`src/rtl/mu0_pkg.sv`:
```
// Shared MU0 datapath definitions: word width, word type and mux select encodings.
package mu0_pkg;

  localparam int unsigned MU0_WORD_W = 16;

  typedef logic [MU0_WORD_W-1:0] mu0_word_t;

  localparam logic SEL_A = 1'b0;
  localparam logic SEL_B = 1'b1;

endpackage : mu0_pkg

```
`src/rtl/mu0_mux_bit.sv`:
```
// Single-bit 2:1 mux; the ternary keeps X-merge behaviour when the select is unknown.
module mu0_mux_bit
  import mu0_pkg::*;
(
  input  logic a,
  input  logic b,
  input  logic s,
  output logic q
);

  // Equal a/b bits pass through even if s is X, others go X.
  assign q = (s == SEL_B) ? b : a;

endmodule : mu0_mux_bit

```
`src/rtl/mu0_mux16.sv`:
```
// MU0 16-bit 2:1 word mux with a zero-latency output and a registered status copy.
module mu0_mux16
  import mu0_pkg::*;
#(
  parameter int unsigned WIDTH = MU0_WORD_W
) (
  input  logic             clk,
  input  logic             reset,
  input  logic [WIDTH-1:0] A,
  input  logic [WIDTH-1:0] B,
  input  logic             S,
  output logic [WIDTH-1:0] Q,
  output logic [WIDTH-1:0] Q_r,
  output logic             S_r,
  output logic             S_chg
);

  // Bitwise mux slices; Q is independent of clk and reset.
  for (genvar i = 0; i < WIDTH; i++) begin : g_bit
    mu0_mux_bit u_bit (
      .a (A[i]),
      .b (B[i]),
      .s (S),
      .q (Q[i])
    );
  end

  // Status register: delayed copy of Q and S, plus a select-change pulse.
  always_ff @(posedge clk) begin
    if (reset) begin
      Q_r   <= '0;
      S_r   <= 1'b0;
      S_chg <= 1'b0;
    end else begin
      Q_r   <= Q;
      S_r   <= S;
      S_chg <= (S != S_r);
    end
  end

endmodule : mu0_mux16

```
`config.mk`:
```
export PLATFORM = sky130hd
export DESIGN_NAME = mu0_mux16
export DESIGN_NICKNAME = d
export VERILOG_FILES = /design/src/rtl/mu0_pkg.sv /design/src/rtl/mu0_mux_bit.sv /design/src/rtl/mu0_mux16.sv
export SDC_FILE = /design/constraint.sdc
export NUM_CORES = 1
export LEC_CHECK = 0
export CAP_MARGIN = 20
export CORE_ASPECT_RATIO = 0.75
export CORE_MARGIN = 2
export CORE_UTILIZATION = 32
export DETAILED_ROUTE_END_ITERATION = 10
export GPL_ROUTABILITY_DRIVEN = 0
export PLACE_DENSITY_LB_ADDON = 0.05
export SLEW_MARGIN = 20
export SYNTH_ARGS = -nofsm -noshare
export SYNTH_HDL_FRONTEND = slang
export SYNTH_HIERARCHICAL = 1
export SYNTH_SLANG_ARGS = --single-unit
```
`constraint.sdc`:
```
create_clock -name clk -period 1 [get_ports clk]
set_input_delay 0.15 -clock clk [delete_from_list [all_inputs] [get_ports clk]]
set_output_delay 0.15 -clock clk [all_outputs]
set_load 0.02 [all_outputs]
```
Word level (Yosys, flattened, before mapping)

Cells that the tools add are included.

Eq/ne operators: 1
Muxes and demuxes: 16

Operators by type and width:

| kind             | number |
|---|---|
| 2-to-1 mux 1 bit | 16 |
| != test 1 bit    | 1 |

Bits of input ports: 35
Output and inout port bits: 34
Register bits after elaboration: 18
Logic and storage cells: 20

Logic depth before layout (Yosys ltp)

Gate-level depths: netlist of the first run.

Depth in word-level cells: 1
Depth in mapped cells: 2

Modules after synthesis

The synthesis of the first run kept the hierarchy.

By module, submodules not included:

| module      | area an instance (um^2) | cells an instance | times used |
|---|---|---|---|
| mu0_mux16   | 495.5                   | 38                | 1 |
| mu0_mux_bit | 15.0                    | 1                 | 16 |

Worst setup path before layout of the first run

Ideal clock, no wire load.

Path type: in2reg
Start point: input S
End point: register Q_r[0]
Path buffers: 0
Data arrival time: 0.626 ns
Setup time: 0.114 ns
Cell stages on the path: 2
Data required time: 0.886 ns
Slack: 0.260 ns
Path through: mux2_4 > and2b_1

Longest elaborated chain between the ends: 1

RTL lines:

| element                | line              | source |
|---|---|---|
| start: declaration     | mu0_mux16.sv:11   | `input logic S,` |
| 2-to-1 mux 1 bit       | mu0_mux_bit.sv:12 | `assign q = (s == SEL_B) ? b : a;` |
| end signal: assignment | mu0_mux16.sv:31   | `Q_r <= '0;` |
| end signal: assignment | mu0_mux16.sv:35   | `Q_r <= Q;` |
| end: declaration       | mu0_mux16.sv:13   | `output logic [WIDTH-1:0] Q_r,` |

No other way between the ends.
A chain may end at the register's enable or synchronous reset.

Final worst setup path of the first run

Start point: input S
End point: output Q[3]

Longest elaborated chain between the ends: 1

RTL lines:

| element          | line              | source |
|---|---|---|
| 2-to-1 mux 1 bit | mu0_mux_bit.sv:12 |  |
| end: declaration | mu0_mux16.sv:12   | `output logic [WIDTH-1:0] Q,` |

No other way between the ends.

==> results of run 1 <==
-- power groups by stage --
stage               registers, mW  clock network (mW)  logic (mW)
finish                      0.774               0.337       0.621
CTS                         0.775               0.354       0.629
detailed placement          0.794                   0       0.650
global route                0.779               0.393       0.659
floorplan                   0.857                   0       0.206
global placement            0.792                   0       0.644
-- sequential cells by signal (all words and copies together), names as in the netlist --
register  cells
Q_r          16
S_chg         1
S_r           1
-- cells by family after synthesis --
group / synth area share [%]
muxes: 32.65
xor gates and xnor gates: 1.191
buffers and inverters: 1.021
and+or+nand+nor: 16.16
DFF: 48.98
-- what timing repair did --
action                                  in CTS  in global routing
endpoints found under the setup margin      50                 12
cloned                                       3                  0
gates resized for setup                    211                  0
-- routing by layer --
| metal | part of all wire [%] | vias up | global-route usage, % |
|---|---|---|---|
| met5 | 0 | - | 0 |
| met4 | 0 | 0 | 2.727 |
| met3 | 12 | 0 | 9.375 |
| met2 | 55 | 36 | 26.81 |
| met1 | 33 | 314 | 14.66 |
| li1 | - | 340 | - |
-- cells in the mapped netlist --
cell,instances
and2b_1,7
buf_4,1
dfxtp_1,18
mux2_4,16
nor2_1,1
nor2b_1,10
xnor2_1,1
-- worst max-delay path: cells and delay by family --
family	cells	cell delay [ns]
buffers and inverters	3	0.39
multiplexers	1	0.30
-- path summary, 6_finish.rpt --
| check | from | endpoint | slack, ns | cells after the start |
|---|---|---|---|---|
| setup / recovery | S | Q[3] | 0.001 | 4 |
| hold / removal | S | S_r | 0.23 | 3 |
| setup reg to reg | S_r | S_chg | 0.25 | 3 |
| hold reg to reg | S_r | S_chg | 0.63 | 3 |
-- through the flow --
stage          setup slack [ns]  cell area, um2  util, %    TNS, ns
6_report               0.001326            1508    67.51          0
5_1_grt                -0.01627            1508    67.51   -0.07590
4_1_cts              -0.0008410            1508    67.51  -0.001307
3_5_place_dp            -0.8694            1503    67.28     -21.35
3_3_place_gp            -0.8652            1503    67.28     -21.10
2_1_floorplan            0.2596           735.7        -          0
-- cell type report --
cell class	instances	area (um2)	area share, %
clock buffer	3	22.52	1.494
multi-input combinational	35	367.9	24.40
sequential	18	360.3	23.90
tap	25	31.28	2.075
timing repair buffer	76	725.7	48.13
==> impl_metrics.csv, run 1 <==
group,metric,value,unit
outcome,run_status,"finished clean",
grt,grt_max_degree,10,
timing,rsz0062_at_grt,"true",
floorplanning,start_util,32.94,%
worst_setup_path,cp.required,0.85,ns
floorplanning,die_w,59.37,um
pwr,p_int,1.261,mW
logic_synthesis,synth.area.top_cells,"dfxtp_1 49%, mux2_4 33%, nor2b_1 8.5%, and2b_1 7.1%, xnor2_1 1.2%",
drt,wl,1878,um
worst_hold_path,holdCritPathClass,"input pin to register",
placement,placedCellCount,151,
floorplanning,die_h,45.53,um
floorplanning,rows,15,
layout,n_fill_cell,190,
clock_network,post_cts_buffers,0,
clock_network,cts_num_sinks,18,
worst_setup_path,critPathCaptureType,"primary output",
floorplanning,die_area,0.002703,mm2
logic_synthesis,ys_seq_area_share,48.98,%
drt,firstDrtPassIters,2,
layout,layout-area-overhead-vs-synth,104.9,%
floorplanning,core,0.002233,mm2
logic_synthesis,syn_nets,89,
clock_network,ctsHoldBuffers,0,
logic_synthesis,synth.distinct_cells,7,
layout,n_antenna_cell,0,
timing,hold_viol,0,
logic_synthesis,syn_area,735.7,um2
pwr,power.share.clock,19.4,%
layout,mostFrequentLayoutCells,"32 x dlygate4sd2_1, 18 x dfxtp_1, 18 x buf_2, 16 x mux2_4, 16 x buf_6",
logic_synthesis,yosys_warnings,6,
pwr,comb_power_share,35.9,%
worst_setup_path,arrival,0.85,ns
clock_network,h-tree-depth,1,
timing,fin_hold_ws,0.2314,ns
grt,antenna_found_initial,0,
floorplanning,pin_count,69,
pwr,p_sw_share,27.16,%
worst_setup_path,cp_cell_sequence,"buf_12 -> buf_16 -> mux2_4 -> buf_6",
pwr,vdd_ir_drop_max,620.1,uV
clock_network,clk_pin_slew,0.09,ns
clock_network,clock_path_buffers,2,
timing,slew_violations,0,
worst_setup_path,cp_slowest_cell,"mux2_4",
pwr,power.density,1148,mW/mm2
timing,finalCriticalPeriod,0.9987,ns
layout,fin_cells,157,
drt,viasPerCell,4.395,
drt,final_antenna_net_count,0,
grt,grt_pass1_vias,666,
logic_synthesis,synth_seq_cells,18,
pwr,p_switching,0.4702,mW
layout,final_common_cell,"dlygate4sd2_1",
drt,wire_per_inst,11.96,um
drt,drc,0,
pwr,p_total,1.731,mW
timing,slew_headroom,92.11,%
placement,dp_hpwl,1501,um
timing,min_period_over_period,99.87,%
drt,dr_total_vias,690,
logic_synthesis,synth_top_area_share,48.98,%
clock_network,cts_buffers,3,
grt,grt_overflow,0,
pwr,power_frac_seq,44.7,%
grt,grt_pass1_wl,2877,um
pwr,p_leak,0.7937,nW
grt,grt.total_usage,14.86,%
timing,fmax,1001,MHz
logic_synthesis,synth_top_area_cell,"dfxtp_1",
worst_setup_path,worstSetupPathType,"input pin to primary output",
timing,worst_slew_pin_slew,0.1175,ns
layout,drive_gt1_share,46.97,%
logic_synthesis,synth_cells,54,
layout,fin_nets,169,
job,maxCapViolations,0,
worst_setup_path,cpPeakStageDelay,0.30,ns
clock_network,clk-insertion-delay-late,0.28,ns
logic_synthesis,avgSynthCellArea,13.62,um2
worst_setup_path,cp_max_fo,5,
worst_setup_path,startpoint_type,"input pin",
clock_network,cts_tree,"done",
drt,drt-initial-drc-count,3,
timing,setup_violations,0,
clock_network,ctsRootBufferMaster,"clkbuf_4",
placement,port-buffer-count,68,
timing,skew,0.00004186,ns
Note: power is estimated with default switching activity, not from simulation.
==> inputs of run 2 (changes only) <==
--- a/config.mk
+++ b/config.mk
@@ -5,7 +5,7 @@
 export SDC_FILE = /design/constraint.sdc
 export NUM_CORES = 1
 export LEC_CHECK = 0
-export CAP_MARGIN = 20
+export CAP_MARGIN = 40
 export CORE_ASPECT_RATIO = 0.75
 export CORE_MARGIN = 2
 export CORE_UTILIZATION = 32
==> results of run 2 <==
Final layout, timing and power as in run 1 (identical DEF).
==> patch 1: new RTL, flow settings as in run 2 <==
Change the package constant `MU0_WORD_W` from 16 to 20.
--- a/src/rtl/mu0_pkg.sv
+++ b/src/rtl/mu0_pkg.sv
@@ -1,7 +1,7 @@
 // Shared MU0 datapath definitions: word width, word type and mux select encodings.
 package mu0_pkg;
 
-  localparam int unsigned MU0_WORD_W = 16;
+  localparam int unsigned MU0_WORD_W = 20;
 
   typedef logic [MU0_WORD_W-1:0] mu0_word_t;
 
Interface: changed (resized A, B, Q and Q_r); port bits go from 69 to 85. No check against the original RTL was run, so the function may have changed too.
==> patch 1 against run 2 <==
Cell count is 27% higher. Largest power group unchanged. Area after synthesis is 29% higher. Power is 30% higher. Highest routed layer is now met4. Sequential cell count is 4 higher. Routed wire length is 31% higher. First-iteration DRC count grew to 8.3 times the old value. Non-clock buffer count is 18 higher. Sequential power is 22% higher. Synthesized cell count is 24% higher. Cell area is 26% higher. Setup slack worse by 0.0012 ns.
==> patch 1: results (changes against run 2) <==
metric,value,unit,change
postSynthCellCount,67,,was 54
fin_nets,207,,was 169
met1_usage,16.7,%,was 14.7%
synth_cell_types,8,,was 7
synth_warnings,6,,unchanged
synthTopCellsByArea,"dfxtp_1 46%, mux2_4 32%, nor2b_2 15%",,"was dfxtp_1 49%, mux2_4 33%, nor2b_1 8.5%"
grt_antenna_before_repair,0,,unchanged
insertion_delay,0.25,ns,was 0.28 ns
synth_common_cells,"22 x dfxtp_1, 20 x mux2_4, 16 x nor2b_2",,"was 18 x dfxtp_1, 16 x mux2_4, 10 x nor2b_1"
min_path_type,input port to flip-flop,,unchanged
status,"complete, no violations",,unchanged
crit_arrival,0.85,ns,about the same
p_leak,0.962,nW,was 0.794 nW
clockRootBuffer,clkbuf_8,,was clkbuf_4
cp_max_fo,6,,was 5
ys_seq_area_share,46.4,%,was 49.0%
reg.largest.list,"Q_r: 20 flops, S_chg: 1 flops, S_r: 1 flops",,"was Q_r: 16 flops, S_chg: 1 flops, S_r: 1 flops"
use_met2,25.2,%,was 26.8%
dr_total_vias,845,,was 690
ir_worst_vdd,0.000783,V,was 0.000620 V
place_hpwl,1870,µm,was 1500 µm
sw_frac_of_total,26.6,%,was 27.2%
grt_use_total,14.8,%,was 14.9%
fin_skew,0.0000464,ns,was 0.0000419 ns
grt_pass1_wl,3680,µm,was 2880 µm
syn_nets,110,,was 89
place_ws,-0.932,ns,was -0.869 ns
firstDrtPassIters,4,,was 2
slew_headroom,88.7,%,was 92.1%
wl_per_cell,12.3,µm,was 12.0 µm
avgViaCountPerCell,4.23,,was 4.39
dp.cells,193,,was 151
fillers,249,,was 190
clk_pin_slew_worst_paths,0.07,ns,was 0.09 ns
drtIter0Drc,25,,was 3
layout-drive-gt1-share,56.8,%,was 47.0%
grt_max_degree,12,,was 10
synth_edf_count,0,,unchanged
htreeDepth,1,,unchanged
port_buffers,84,,was 68
clock_path_buffers,2,,unchanged
async_flop_share,0,%,unchanged
grt_pass1_vias,772,,was 666
grt_util_met3,6.61,%,was 9.38%
[patch 1: changes by cell type in the layout (fill, tap and decap cells not counted)]
| cell | run 2 | this run |
|---|---|---|
| nor2b_2 | 0 | 16 |
| and2b_1 | 7 | 2 |
| buf_6 | 16 | 20 |
| dfxtp_1 | 18 | 22 |
| clkbuf_4 | 3 | 0 |
| nor2b_1 | 10 | 3 |
| clkbuf_8 | 0 | 3 |
| buf_4 | 3 | 6 |
| mux2_4 | 16 | 20 |
| clkdlybuf4s15_2 | 0 | 5 |
| dlygate4sd2_1 | 32 | 40 |
| buf_16 | 3 | 2 |
| buf_2 | 18 | 17 |
[patch 1: area by class of cell]
type                       count  share of cell area (%)
clock buffer                   3                    2.17
multi-input combinational     43                    25.6
sequential                    22                    23.1
tap                           38                    2.50
timing repair buffer          94                    46.6
[patch 1: cells by family after synthesis]
logic type / after synthesis / share of synthesized area (%)
xor+xnor: 1 / 0.922
flops: 22 / 46.4
mux: 20 / 31.6
buf+inv: 2 / 2.37
simple gates: 22 / 18.7
[patch 1: worst max-delay path, stage by stage]
cell and delay, ns:
buf_12 0.12, buf_12 0.14, mux2_4 0.30, buf_6 0.13
[patch 1: stage by stage]
stage          instance area, µm²  TNS [ns]  utilization [%]
2_1_floorplan                 950         0                -
3_3_place_gp                 1890    -28.61             65.2
3_5_place_dp                 1890    -29.21             65.2
4_1_cts                      2000   -0.0129             69.0
5_1_grt                      1900    -0.117             65.8
6_report                     1900         0             65.8
[patch 1: path summary, 6_finish.rpt]
kind	from	to	slack (ns)	depth (start not counted)
worst min register to register	S_r	S_chg	0.60	3
worst max register to register	S_r	S_chg	0.27	3
worst min-delay path	B[17]	Q_r[17]	0.36	3
worst max-delay path	S	Q[18]	0.0002	4
[patch 1: metal layers]
layer,routed length (µm),share of wire (%)
met1,931,38
met3,276,11
met4,20,0.81
met5,0,0
met2,1240,50
[patch 1: power groups by stage]
stage / combinational, W / sequential, W / clock (W)
floorplan: 0.000279 / 0.00105 / 0
global placement: 0.000808 / 0.000968 / 0
detailed placement: 0.000816 / 0.000969 / 0
CTS: 0.000808 / 0.000949 / 0.000557
global route: 0.000822 / 0.000952 / 0.000590
finish: 0.000773 / 0.000947 / 0.000523
[patch 1: repair_timing]
item	4_1_cts	5_1_grt
buffers inserted	1	1
resized for setup	238	16
endpoints found under the setup margin	62	32
gates cloned	2	0
==> patch 2: new RTL, settings of run 2 <==
Made on the original files. Add an input register stage for `A`, `B` and `S`; this delays them by one clock.
--- a/src/rtl/mu0_mux16.sv
+++ b/src/rtl/mu0_mux16.sv
@@ -15,12 +15,22 @@
   output logic             S_chg
 );
 
+  logic [WIDTH-1:0] A_q;
+  logic [WIDTH-1:0] B_q;
+  logic S_q;
+
+  always_ff @(posedge clk) begin
+    A_q <= A;
+    B_q <= B;
+    S_q <= S;
+  end
+
   // Bitwise mux slices; Q is independent of clk and reset.
   for (genvar i = 0; i < WIDTH; i++) begin : g_bit
     mu0_mux_bit u_bit (
-      .a (A[i]),
-      .b (B[i]),
-      .s (S),
+      .a (A_q[i]),
+      .b (B_q[i]),
+      .s (S_q),
       .q (Q[i])
     );
   end
@@ -33,8 +43,8 @@
       S_chg <= 1'b0;
     end else begin
       Q_r   <= Q;
-      S_r   <= S;
-      S_chg <= (S != S_r);
+      S_r   <= S_q;
+      S_chg <= (S_q != S_r);
     end
   end
 
Function: changed (a bounded check fails within 4 cycles, from zero or initial values and one cycle with reset high).
==> patch 2 against run 2 <==
The run now ends with negative setup slack left. Critical path type is now flip-flop to output port. Sequential share of layout area up 20 points. Sequential power grew to 2.8 times the old value. Critical path depth fell by 1. Area after synthesis grew 90%. Sequential cell count rose by 33. Count of clock-buffer cells in the layout rose by 3. Power up 140%. Cell area grew 53%. Core utilization shrank 12 points. Setup slack lost 0.42 ns. Routed wire length up 31%. Fmax shrank 30%. First-iteration DRC count grew to 6.7 times the old value.
==> patch 2: results (changes against run 2) <==
metric,value,unit,change
reg2reg_to,Q_r[2],,was S_chg
grt_max_degree,16,,was 10
cts_buffers,5,,was 3
layout_setup_ws,-0.417,ns,was 0.00133 ns
dr_total_vias,889,,was 690
htreeDepth,2,,was 1
grt_antenna_before_repair,0,,unchanged
place_ws,-0.505,ns,was -0.869 ns
synth_mux_area_share,17.2,%,was 32.7%
holdPathEnd,S_q,,was S_r
layout-drive-gt1-share,41.1,%,was 47.0%
syn_nets,122,,was 89
setup_viol,32,,was 0
reg2reg_depth,3,,unchanged
met1_usage,12.0,%,was 14.7%
reg2reg_from,S_q,,was S_r
status,"complete, but fails checks",,"was complete, no violations"
p_leak,1.07,nW,was 0.794 nW
cpLargestDelayFamily,flip-flops,,was buffers and inverters
fin_nets,202,,was 169
crit_arrival,1.27,ns,was 0.85 ns
ir_worst_vdd,0.000997,V,was 0.000620 V
cp_max_fo,8,,was 5
worst_slew_pin_slew,0.118,ns,about the same
r2r_slack,-0.09,ns,was 0.25 ns
hold_path_depth,1,,was 3
crit_slowest_cell,dfxtp_4,,was mux2_4
fillers,354,,was 190
clockRootBuffer,clkbuf_8,,was clkbuf_4
use_met2,19.3,%,was 26.8%
synthTopCellsByArea,"dfxtp_1 73%, mux2_4 17%, nor2b_1 4.5%",,"was dfxtp_1 49%, mux2_4 33%, nor2b_1 8.5%"
firstDrtPassIters,2,,unchanged
violations,negative setup slack,,
drtIter0Drc,20,,was 3
reg.largest.list,"A_q: 16 flops, B_q: 16 flops, Q_r: 16 flops",,"was Q_r: 16 flops, S_chg: 1 flops, S_r: 1 flops"
ys_seq_area_share,73.1,%,was 49.0%
grt_util_met3,5.13,%,was 9.38%
critPathMaxStageDelay,0.39,ns,was 0.30 ns
fin_skew,0.00353,ns,was 0.0000419 ns
wl_per_cell,11.1,µm,was 12.0 µm
yosys.area_share.xor_xnor,0.627,%,was 1.19%
place_hpwl,1810,µm,was 1500 µm
grt_use_total,11.0,%,was 14.9%
synth_common_cells,"51 x dfxtp_1, 16 x mux2_4, 10 x nor2b_1",,"was 18 x dfxtp_1, 16 x mux2_4, 10 x nor2b_1"
patch 2: repair_timing:
item	CTS	global route
buffers inserted	0	0
setup endpoints to repair	50	33
resized for setup	164	9
patch 2: area by class of cell:
class                   instances  share of cell area [%]
clock buffers                   6                    3.58
clock inverters                 2                    1.52
multi-input cells              35                    17.2
flip-flops and latches         51                    44.4
well taps                      55                    2.98
repair buffers                 74                    30.3
patch 2: cell families after synthesis:
family                    Yosys count
and+or+nand+nor                    18
DFF                                51
xor gates and xnor gates            1
buffers and inverters               1
muxes                              16
patch 2: worst max-delay path by stage:
stage               startpoint  endpoint  slack (ns)
finish                     S_q     Q[11]       -0.42
global route               S_q     Q[11]       -0.46
CTS                        S_q     Q[11]       -0.44
detailed placement         S_q     Q[11]       -0.50
global placement           S_q      Q[7]       -0.50
floorplan                  S_q    Q_r[0]       -0.13
patch 2: power breakdown:
| group | switching (W) | leakage [nW] | internal [W] |
|---|---|---|---|
| clock network | 0.000614 | 0.0612 | 0.000809 |
| registers | 0.0000301 | 0.429 | 0.00215 |
| logic | 0.000254 | 0.575 | 0.000386 |
patch 2: metal layers:
layer	wire (µm)	vias up
met5	0	-
met4	16	0
met3	218	2
met2	1230	34
met1	1000	413
li1	-	440
patch 2: metrics by stage:
stage / util (%) / hold WS, ns / TNS [ns] / area [µm²] / std cells
after CTS: 55.0 / 0.283 / -7.99 / 2270 / 223
after global routing: 55.9 / 0.271 / -8.74 / 2310 / 223
after global placement: 54.2 / 0.554 / -9.70 / 2240 / 215
final: 55.9 / 0.291 / -7.54 / 2310 / 223
after detailed placement: 54.2 / 0.564 / -9.77 / 2240 / 215
after floorplan: - / 0.178 / -2.01 / 1400 / 87
